File: src/rtl/writeback_unit.sv
// writeback_unit: writeback-stage driver for the PikaRISC register file.
//
// Accepts completed results over a valid/ready handshake into a one-entry
// slot and drives the rd, pc and cpsr write ports from it. A header beat with
// in_multi=1 starts a block (load-multiple) write; each following beat writes
// the next register of the mask, lowest index first. pending_mask exposes
// every register that still has an uncommitted write for hazard detection.
//
// Ports:
//   clk, reset (sync, active-low)
//   in_valid/in_ready                  upstream handshake
//   in_multi, in_mask                  block-write header (IDLE only)
//   in_rd_num/en/data                  rd write request; data for block beats
//   in_pc_en/data, in_cpsr_en/data     pc / cpsr write requests
//   hold, flush                        stall / discard controls
//   wb_rd_*, wb_pc_*, wb_cpsr_*        register file write ports
//   pending_mask, multi_busy           hazard / status outputs
module writeback_unit (
  input  logic        clk,
  input  logic        reset,
  input  logic        in_valid,
  output logic        in_ready,
  input  logic        in_multi,
  input  logic [15:0] in_mask,
  input  logic [3:0]  in_rd_num,
  input  logic        in_rd_en,
  input  logic [31:0] in_rd_data,
  input  logic        in_pc_en,
  input  logic [31:0] in_pc_data,
  input  logic        in_cpsr_en,
  input  logic [31:0] in_cpsr_data,
  input  logic        hold,
  input  logic        flush,
  output logic [3:0]  wb_rd_num,
  output logic        wb_rd_write_en,
  output logic [31:0] wb_rd_in,
  output logic        wb_pc_write_en,
  output logic [31:0] wb_pc_in,
  output logic        wb_cpsr_write_en,
  output logic [31:0] wb_cpsr_in,
  output logic [15:0] pending_mask,
  output logic        multi_busy
);

  typedef enum logic [0:0] {StIdle, StMulti} state_e;

  state_e      r_state,      w_state_d;
  logic        r_slot_valid, w_slot_valid_d;
  logic [3:0]  r_rd_num,     w_rd_num_d;
  logic        r_rd_en,      w_rd_en_d;
  logic [31:0] r_rd_data,    w_rd_data_d;
  logic        r_pc_en,      w_pc_en_d;
  logic [31:0] r_pc_data,    w_pc_data_d;
  logic        r_cpsr_en,    w_cpsr_en_d;
  logic [31:0] r_cpsr_data,  w_cpsr_data_d;
  logic [15:0] r_mask_rem,   w_mask_rem_d;

  logic        w_accept;
  logic        w_drain;
  logic [3:0]  w_low_idx;
  logic [15:0] w_mask_next;
  logic [15:0] w_slot_onehot;

  assign in_ready = !flush && (!r_slot_valid || !hold);
  assign w_accept = in_valid && in_ready;
  assign w_drain  = r_slot_valid && !hold;

  // Lowest set bit of the remaining mask; scanning downward lets the lowest win.
  always_comb begin
    w_low_idx = 4'd0;
    for (int i = 15; i >= 0; i--) begin
      if (r_mask_rem[i]) w_low_idx = 4'(i);
    end
  end

  // Clearing the lowest set bit.
  assign w_mask_next = r_mask_rem & (r_mask_rem - 16'd1);

  always_comb begin
    w_state_d      = r_state;
    w_slot_valid_d = r_slot_valid;
    w_rd_num_d     = r_rd_num;
    w_rd_en_d      = r_rd_en;
    w_rd_data_d    = r_rd_data;
    w_pc_en_d      = r_pc_en;
    w_pc_data_d    = r_pc_data;
    w_cpsr_en_d    = r_cpsr_en;
    w_cpsr_data_d  = r_cpsr_data;
    w_mask_rem_d   = r_mask_rem;

    if (flush) begin
      // Slot fields stay put so the data outputs remain stable; only validity drops.
      w_slot_valid_d = 1'b0;
      w_mask_rem_d   = 16'd0;
      w_state_d      = StIdle;
    end else begin
      if (w_drain) w_slot_valid_d = 1'b0;
      if (w_accept) begin
        case (r_state)
          StIdle: begin
            if (!in_multi) begin
              w_slot_valid_d = 1'b1;
              w_rd_num_d     = in_rd_num;
              w_rd_en_d      = in_rd_en;
              w_rd_data_d    = in_rd_data;
              w_pc_en_d      = in_pc_en;
              w_pc_data_d    = in_pc_data;
              w_cpsr_en_d    = in_cpsr_en;
              w_cpsr_data_d  = in_cpsr_data;
            end else if (in_mask != 16'd0) begin
              w_mask_rem_d = in_mask;
              w_state_d    = StMulti;
            end
          end
          StMulti: begin
            w_slot_valid_d = 1'b1;
            w_rd_num_d     = w_low_idx;
            w_rd_en_d      = 1'b1;
            w_rd_data_d    = in_rd_data;
            w_pc_en_d      = 1'b0;
            w_cpsr_en_d    = 1'b0;
            w_mask_rem_d   = w_mask_next;
            if (w_mask_next == 16'd0) w_state_d = StIdle;
          end
          default: w_state_d = StIdle;
        endcase
      end
    end
  end

  always_ff @(posedge clk) begin
    if (!reset) begin
      r_state      <= StIdle;
      r_slot_valid <= 1'b0;
      r_rd_num     <= 4'd0;
      r_rd_en      <= 1'b0;
      r_rd_data    <= 32'd0;
      r_pc_en      <= 1'b0;
      r_pc_data    <= 32'd0;
      r_cpsr_en    <= 1'b0;
      r_cpsr_data  <= 32'd0;
      r_mask_rem   <= 16'd0;
    end else begin
      r_state      <= w_state_d;
      r_slot_valid <= w_slot_valid_d;
      r_rd_num     <= w_rd_num_d;
      r_rd_en      <= w_rd_en_d;
      r_rd_data    <= w_rd_data_d;
      r_pc_en      <= w_pc_en_d;
      r_pc_data    <= w_pc_data_d;
      r_cpsr_en    <= w_cpsr_en_d;
      r_cpsr_data  <= w_cpsr_data_d;
      r_mask_rem   <= w_mask_rem_d;
    end
  end

  assign wb_rd_num        = r_rd_num;
  assign wb_rd_in         = r_rd_data;
  assign wb_pc_in         = r_pc_data;
  assign wb_cpsr_in       = r_cpsr_data;
  assign wb_rd_write_en   = w_drain && r_rd_en;
  assign wb_pc_write_en   = w_drain && r_pc_en;
  assign wb_cpsr_write_en = w_drain && r_cpsr_en;

  assign w_slot_onehot = (r_slot_valid && r_rd_en) ? (16'd1 << r_rd_num) : 16'd0;
  assign pending_mask  = r_mask_rem | w_slot_onehot;
  assign multi_busy    = (r_state == StMulti);

endmodule

File: config.mk
export PLATFORM = sky130hd
export DESIGN_NAME = writeback_unit
export DESIGN_NICKNAME = d
export VERILOG_FILES = /design/src/rtl/writeback_unit.sv
export SDC_FILE = /design/constraint.sdc
export NUM_CORES = 1
export LEC_CHECK = 0
export ABC_AREA = 1
export CAP_MARGIN = 20
export CORE_MARGIN = 3
export CORE_UTILIZATION = 30
export DETAILED_ROUTE_END_ITERATION = 8
export SLEW_MARGIN = 0
export SYNTH_ARGS = -nofsm -noshare
export SYNTH_HDL_FRONTEND = slang
export SYNTH_SLANG_ARGS = --single-unit
File: constraint.sdc
create_clock -name clk -period 1.5 [get_ports clk]
set_input_delay 0.375 -clock clk [delete_from_list [all_inputs] [get_ports clk]]
set_output_delay 0.375 -clock clk [all_outputs]
set_load 0.1 [all_outputs]
Yosys cells after proc, flatten, opt, wreduce, memory -nomap -nowiden
Index checks and enable logic that the tools add are counted.
W data, S select, Z words.
{"block": "classes", "addsub": 1, "eq_ne": 3, "shift": 1, "muxes": 38, "bitwise_logic": 6, "reduce_logical": 17}
{"cell": "$mux W4", "n": 17}
{"cell": "$pmux W32 S2", "n": 1}
{"cell": "$mux W16", "n": 3}
{"cell": "$mux W32", "n": 1}
{"cell": "$pmux W16 S2", "n": 1}
{"cell": "$and A16 B16 Y16", "n": 1}
{"cell": "$logic_not A16 Y1", "n": 1}
{"cell": "$or A16 B16 Y16", "n": 1}
{"cell": "$reduce_bool A16 Y1", "n": 1}
{"cell": "$shl A1 B4 Y16 const A", "n": 1}
{"cell": "$sub A16 B1 Y16 const B", "n": 1}
{"cell": "$pmux W1 S2", "n": 5}
{"cell": "$mux W1", "n": 9}
{"cell": "$pmux W4 S2", "n": 1}
{"cell": "$logic_and A1 B1 Y1", "n": 7}
{"cell": "$ne A2 B2 Y1 const B", "n": 3}
{"cell": "$reduce_and A3 Y1", "n": 2}
{"cell": "$not A1 Y1", "n": 4}
{"cell": "$reduce_and A4 Y1", "n": 1}
{"cell": "$logic_not A1 Y1", "n": 3}
{"cell": "$reduce_or A2 Y1", "n": 1}
{"cell": "$logic_or A1 B1 Y1", "n": 1}
{"block": "word_totals", "regBits": 121, "in_bits": 125, "out_inout_bits": 121, "word_cells": 76}

Logic depth before layout (Yosys ltp)
Gate-level depths: netlist (run 1).
{"block": "depth", "word_depth": 17, "ltp_mapped": 17, "ltp_nobuf": 17}

Worst setup path after synthesis (run 1)
No wires, ideal clock.
{"block": "synth_timing", "kind": "flip-flop to output port", "startpoint": "register r_rd_num[3], in the netlist wb_rd_num[3]", "endpoint": "output pending_mask[10]", "arrival_ns": 3.395, "required_ns": 1.125, "path_slack_ns": -2.270, "path_stages_with_launch": 3, "path_buffers": 0, "cell_sequence": "dfxtp_1 nand2_1 o21ai_0"}
{"block": "synth_via", "elab_chain_cells": 3}
{"item": "from (decl)", "line_no": "49", "source": "logic [3:0] r_rd_num, w_rd_num_d;"}
{"item": "from (signal assigned)", "line_no": "146", "source": "r_rd_num <= w_rd_num_d;"}
{"item": "$shl A1 B4 Y16", "line_no": "165", "source": "assign w_slot_onehot = (r_slot_valid && r_rd_en) ? (16'd1 << r_rd_num) : 16'd0;"}
{"item": "$mux W16", "line_no": "165"}
{"item": "$or A16 B16 Y16", "line_no": "166", "source": "assign pending_mask = r_mask_rem | w_slot_onehot;"}
{"item": "to (decl)", "line_no": "41", "source": "output logic [15:0] pending_mask,"}
No other way between the ends.

Worst setup path after layout (run 1)
{"block": "layout_timing", "startpoint": "register r_slot_valid", "endpoint": "output pending_mask[13]"}
{"block": "layout_via", "elab_chain_cells": 3}
{"item": "from (decl)", "line_no": "48", "source": "logic r_slot_valid, w_slot_valid_d;"}
{"item": "from (signal assigned)", "line_no": "145", "source": "r_slot_valid <= w_slot_valid_d;"}
{"item": "$logic_and A1 B1 Y1", "line_no": "165"}
{"item": "$mux W16", "line_no": "165"}
{"item": "$or A16 B16 Y16", "line_no": "166"}
No other way between the ends.

==> impl_metrics.py, run 1 <==
metrics = {
    "synth": {
        "yosys.area_share.adder_pct": 0,
        "synth_nets": 806,
        "synthCells": 681,
        "yosys_most_used_dff": "dfxtp_1",
        "muxShareOfSynthArea_pct": 0,
        "synth-compound-area-share_pct": 19.6,
        "synth_edf_count": 0,
        "synth_top_family_by_area": "simple AND/OR/NAND/NOR gates",
        "ys_types": 29,
        "synthSimpleGateAreaFrac_pct": 24.6,
        "synth-xor-area-share_pct": 0,
        "postSynthAreaPerCell_um2": 7.28,
        "synth_seq_cells": 121,
        "ys_warn_count": 0,
        "synth_async_sr_flop_share_pct": 0,
        "seq_area_frac_synth_pct": 48.9,
        "yosys.area.top_type_share_pct": 48.9,
        "synth_common_cells": "nor2_1, dfxtp_1, o21ai_0",
        "netlist.top_cell.by_area": "dfxtp_1",
        "syn_area_mm2": 0.00496,
        "yosysMostFrequentCell": "nor2_1",
        "synth_area_leaders": "dfxtp_1, nor2_1, o21ai_0",
    },
    "critical_path": {
        "reg2reg_from": "r_slot_valid",
        "cp_slowest_cell": "dfxtp_4",
        "worstSetupStartpoint": "r_slot_valid",
        "startpoint_type": "register",
        "crit_required_ns": 1.12,
        "arrival_ns": 1.42,
        "cp_max_fo": 8,
        "setup.worst_path.end_class": "output port",
        "r2r_cells": 11,
        "critPathKind": "register to output port",
        "cpPeakStageDelay_ns": 0.36,
        "timing.critical_path.cells": "nand2_4, inv_8, nand2_8, o21ai_4, buf_12",
    },
    "floorplanning": {
        "initial_utilization_pct": 30.9,
        "dieArea_mm2": 0.0181,
        "die_y_um": 135,
        "rows": 46,
        "core-area_mm2": 0.0161,
        "fp.dieW_um": 135,
        "ios": 246,
    },
    "sta": {
        "fmax_mhz": 556,
        "setup_ws_ns": -0.297,
        "slew_viol_final": 0,
        "hold_viol": 0,
        "rsz0062_at_grt": "true",
        "worst_pin_slew_ns": 0.310,
        "min_period_ns": 1.80,
        "relSlewSlack_pct": 79.1,
        "period_share_pct": 120,
        "tns_ns": -24.96,
        "fin_skew_ns": 0.00573,
        "setup_viol": 143,
    },
    "finish": {
        "drive_gt1_share_pct": 38.9,
        "regArea_mm2": 0.00245,
        "nets": 1152,
        "multi_input_area_mm2": 0.00282,
        "finalNonFillerCells": 1256,
        "fin_area_mm2": 0.0114,
        "area_growth_pct": 129,
        "nFillCells": 1172,
    },
    "placement": {
        "placedInstanceArea_mm2": 0.00978,
        "gpl.final_weighted_congestion": 0.872,
        "io_buffers": 245,
        "dpl.cell_count": 1177,
        "dp_hpwl_um": 14200,
    },
    "cts": {
        "htree_levels": 4,
        "cts_inserted_buffers": 17,
        "cts_buffer_depth": 2,
        "cts_tree": "yes",
        "clkTransAtPathRegs_ns": 0.05,
        "cts.sinks": 121,
        "hold_buffers": 0,
        "clock_latency_ns": 0.42,
        "cts-root-buf": "clkbuf_16",
    },
    "status": {
        "violations": "negative setup slack",
        "status": "complete, but fails checks",
    },
    "min_path": {
        "hold_depth": 4,
        "hp-start": "reset",
        "hold_path.class": "primary input to register",
    },
    "route": {
        "ant_nets": 0,
        "wl_um": 20500,
        "drc": 0,
        "avgRoutedWirePerCell_um": 16.3,
        "num_vias": 5920,
        "first_pass_iters": 5,
        "vias_per_cell": 4.71,
        "first_iter_violations": 393,
    },
    "global_route": {
        "grt_use_total_pct": 22.2,
        "grt_pass1_wl_um": 31500,
        "grt_max_degree": 57,
        "grt_pass1_vias": 5822,
        "grt_overflow_total": 0,
        "antenna_found_initial": 1,
    },
    "flow_run": {
        "cap_violations": 0,
    },
    "power_and_ir_drop": {
        "powerDensity_mw_per_mm2": 936,
        "peakVddDrop_v": 0.000749,
        "finalPower_mw": 10.6,
        "leakage_nw": 4.70,
    },
}
## power breakdown
part	switching (mW)	internal, mW
registers	0.185	3.38
clock network	1.43	2.53
logic	1.80	1.32
total	3.42	7.22
## repair_timing
action	CTS	global route
endpoints found under the setup margin	138	144
resized for setup	82	74
setup buffers	23	14
pin swaps	37	21
gates cloned	10	2
## kinds of logic (layout without fill, tap and decap cells)
group / count (synthesis) / in the layout
and+or+nand+nor: 302 / 302
AOI/OAI and AO/OA: 182 / 182
DFF: 121 / 121
buffers and inverters: 76 / 434
other: 0 / 1
## final timing paths
check / endpoint / slack (ns)
max: pending_mask[13] / -0.30
max reg2reg: wb_cpsr_in[1] / -0.27
min: wb_cpsr_in[21] / 0.43
min reg2reg: r_cpsr_en / 0.46
## layout by cell type, fill, tap and decap left out, drive strengths merged, types with 6 or more instances in the layout
cell type      instances
dfxtp                121
a21oi                 27
o21ai                138
nor2                 218
clkdlybuf4s50        117
nand3                 15
buf                  233
nand2                 61
clkbuf                26
dlygate4sd2            6
inv                   40
## state kept, by name, summed over array words and instances (netlist names)
| signal | flops |
|---|---|
| multi_busy | 1 |
| r_cpsr_en | 1 |
| r_mask_rem | 16 |
| r_pc_en | 1 |
| r_rd_en | 1 |
| r_slot_valid | 1 |
| wb_cpsr_in | 32 |
| wb_pc_in | 32 |
| wb_rd_in | 32 |
| wb_rd_num | 4 |
## cell type report
class | instances | area share, %
Timing Repair Buffer | 363 | 44.3
Multi-Input combinational cell | 484 | 24.8
Sequential cell | 121 | 21.6
Clock buffer | 24 | 4.51
Tap cell | 216 | 2.38
Inverter | 39 | 1.77
Clock inverter | 7 | 0.572
Timing Repair inverter | 1 | 0.0550
Antenna cell | 1 | 0.0220
## layer usage
metal | track usage [%] | up-vias | part of all wire, %
met3 | 8.72 | 28 | 8.2
met2 | 38.3 | 230 | 51
met5 | 0 | - | 0
li1 | - | 2943 | -
met4 | 6.79 | 0 | 1.9
met1 | 25.4 | 2719 | 39
## stage by stage
step	setup slack, ns	hold WS [ns]	util [%]
global route	-0.366	0.429	70.8
CTS	-0.305	0.416	68.7
floorplan	-0.416	0.439	-
detailed placement	-0.580	0.453	60.9
finish	-0.297	0.429	70.8
global placement	-0.542	0.452	60.9
## worst max-delay path, delay by kind of cell (launching register included)
| kind | cells | cell delay (ns) |
|---|---|---|
| flip-flops | 1 | 0.36 |
| buffers and inverters | 2 | 0.27 |
| AO/OA/AOI/OAI | 1 | 0.20 |
| AND/OR/NAND/NOR | 2 | 0.17 |
(Power assumes the default switching activity.)
==> run 2: changes to the inputs <==
--- a/config.mk
+++ b/config.mk
@@ -10,6 +10,7 @@
 export CORE_MARGIN = 3
 export CORE_UTILIZATION = 30
 export DETAILED_ROUTE_END_ITERATION = 8
+export REMOVE_ABC_BUFFERS = 1
 export SLEW_MARGIN = 0
 export SYNTH_ARGS = -nofsm -noshare
 export SYNTH_HDL_FRONTEND = slang
==> run 2 against run 1 <==
  * The run still ends with negative setup slack left
  * Critical path depth is the same
  * First-iteration DRC count shrank 23%
  * Via count grew 2.8%
  * Setup slack lost 0.11 ns
  * Non-clock buffer count grew 2
  * Sequential power is essentially flat
  * Fmax shrank 5.9%
  * Combinational power grew 1%
==> impl_metrics.py, run 2 (same netlist as run 1, synthesis figures left out) <==
metrics = {
    "min_path": {
        "hp-start": "in_mask[2]",
        "hold_path.class": "primary input to register",
        "hold_depth": 3,
        "hold_end": "r_mask_rem[2]",
    },
    "sta": {
        "min_period_ns": 1.91,
        "worst_pin_slew_ns": 0.370,
        "slew_viol_final": 0,
        "period_share_pct": 127,
        "setup_viol": 143,
        "relSlewSlack_pct": 75.2,
        "fin_skew_ns": 0.00625,
        "setup_ws_ns": -0.409,
        "hold_viol": 0,
        "fmax_mhz": 524,
        "rsz0062_at_grt": "true",
    },
    "critical_path": {
        "r2r_cells": 10,
        "rrSetupSlack_ns": -0.37,
        "cp_max_fo": 6,
        "reg2reg_from": "r_slot_valid",
        "startpoint_type": "register",
        "critPathKind": "register to output port",
        "reg2reg_to": "wb_rd_num[3]",
        "setup.worst_path.end_class": "output port",
        "crit_required_ns": 1.12,
        "arrival_ns": 1.53,
    },
    "floorplanning": {
        "fp.dieW_um": 135,
        "die_y_um": 135,
        "core-area_mm2": 0.0161,
        "dieArea_mm2": 0.0181,
        "initial_utilization_pct": 30.9,
        "rows": 46,
        "ios": 246,
    },
    "global_route": {
        "antenna_found_initial": 0,
        "grt_use_total_pct": 23.4,
        "grt_overflow_total": 0,
        "grt_max_degree": 75,
        "grt_pass1_wl_um": 33100,
        "grt_pass1_vias": 6192,
    },
    "finish": {
        "area_growth_pct": 130,
        "final_cell_mix": "nor2_1, buf_12, clkdlybuf4s50_1",
        "diodes": 0,
        "nets": 1154,
        "drive_gt1_share_pct": 41.2,
        "fin_util_pct": 70.9,
        "nFillCells": 1207,
        "layout_commonest_cell": "nor2_1",
    },
    "placement": {
        "pre_cts_ws_ns": -0.719,
        "gpl.final_weighted_congestion": 0.916,
        "dp_hpwl_um": 14300,
        "io_buffers": 245,
    },
    "route": {
        "drc": 0,
        "first_iter_violations": 303,
        "wl_um": 22200,
        "first_pass_iters": 5,
        "avgRoutedWirePerCell_um": 17.7,
        "vias_per_cell": 4.86,
        "ant_nets": 0,
        "num_vias": 6085,
    },
    "cts": {
        "cts-root-buf": "clkbuf_16",
        "cts_inserted_buffers": 17,
        "clkTransAtPathRegs_ns": 0.05,
        "cts.sinks": 121,
        "htree_levels": 4,
        "clock_latency_ns": 0.42,
        "cts_buffer_depth": 2,
        "hold_buffers": 0,
        "cts_tree": "yes",
    },
    "power_and_ir_drop": {
        "powerDensity_mw_per_mm2": 934,
        "peakVddDrop_v": 0.000781,
        "leakage_nw": 4.65,
    },
    "status": {
        "status": "complete, but fails checks",
        "violations": "negative setup slack",
    },
    "flow_run": {
        "cap_violations": 0,
    },
}
## run 2: how the worst max path moves through the flow
stage / start / endpoint / slack, ns / cells past startpoint
global placement: in_mask[7] / r_mask_rem[6] / -0.69 / 9
CTS: r_rd_en / pending_mask[5] / -0.36 / 6
detailed placement: in_mask[7] / r_mask_rem[11] / -0.72 / 9
global route: wb_rd_num[1] / pending_mask[8] / -0.46 / 5
floorplan: wb_rd_num[3] / pending_mask[10] / -2.27 / 2
finish: wb_rd_num[1] / pending_mask[8] / -0.41 / 5
## run 2: layout make-up
class / instances / area (um^2) / share of cell area, %
Sequential cell: 121 / 2440 / 21.4
Timing Repair Buffer: 365 / 5030 / 44.2
Multi-Input combinational cell: 484 / 2880 / 25.3
Tap cell: 216 / 270 / 2.37
Clock buffer: 24 / 512 / 4.49
Inverter: 39 / 200 / 1.76
Timing Repair inverter: 1 / 8.76 / 0.0769
Clock inverter: 3 / 40.0 / 0.352
## run 2: what timing repair did
| action | 4_1_cts | 5_1_grt |
|---|---|---|
| pin swaps | 25 | 32 |
| endpoints found under the setup margin | 142 | 146 |
| gates resized for setup | 219 | 107 |
| gates cloned | 14 | 5 |
| setup buffers | 19 | 10 |
## run 2: worst max-delay path, cell delays in order (launching register included)
cell,delay [ns]
dfxtp_4,0.39
inv_6,0.11
nand3_2,0.13
o21ai_2,0.19
buf_4,0.14
buf_12,0.16
## run 2: stage by stage
stage                     TNS (ns)  cells  hold slack (ns)  total power [mW]  area (um^2)
after floorplan            -215.72    644            0.441              5.03         4760
after global placement      -65.53   1190            0.450              6.40         9440
after detailed placement    -67.35   1190            0.452              6.42         9440
after CTS                   -33.34   1248            0.392              10.6        11000
after global routing        -48.43   1253            0.408              11.0        11400
final                       -36.81   1253            0.408              10.6        11400
## run 2: report_power, final
part	total (mW)	switching (mW)	internal (mW)	leakage, nW
Clock	3.90	1.42	2.49	0.276
Combinational	3.16	1.84	1.32	3.38
Sequential	3.57	0.193	3.38	0.993
## run 2: layer usage
metal	vias up	share of wire (%)	GRT usage, %	routed length (um)
met3	37	10	9.91	2240
li1	2925	-	-	-
met1	2837	38	26.4	8480
met5	-	0	0	0
met4	0	2.2	9.05	479
met2	286	50	39.2	11000
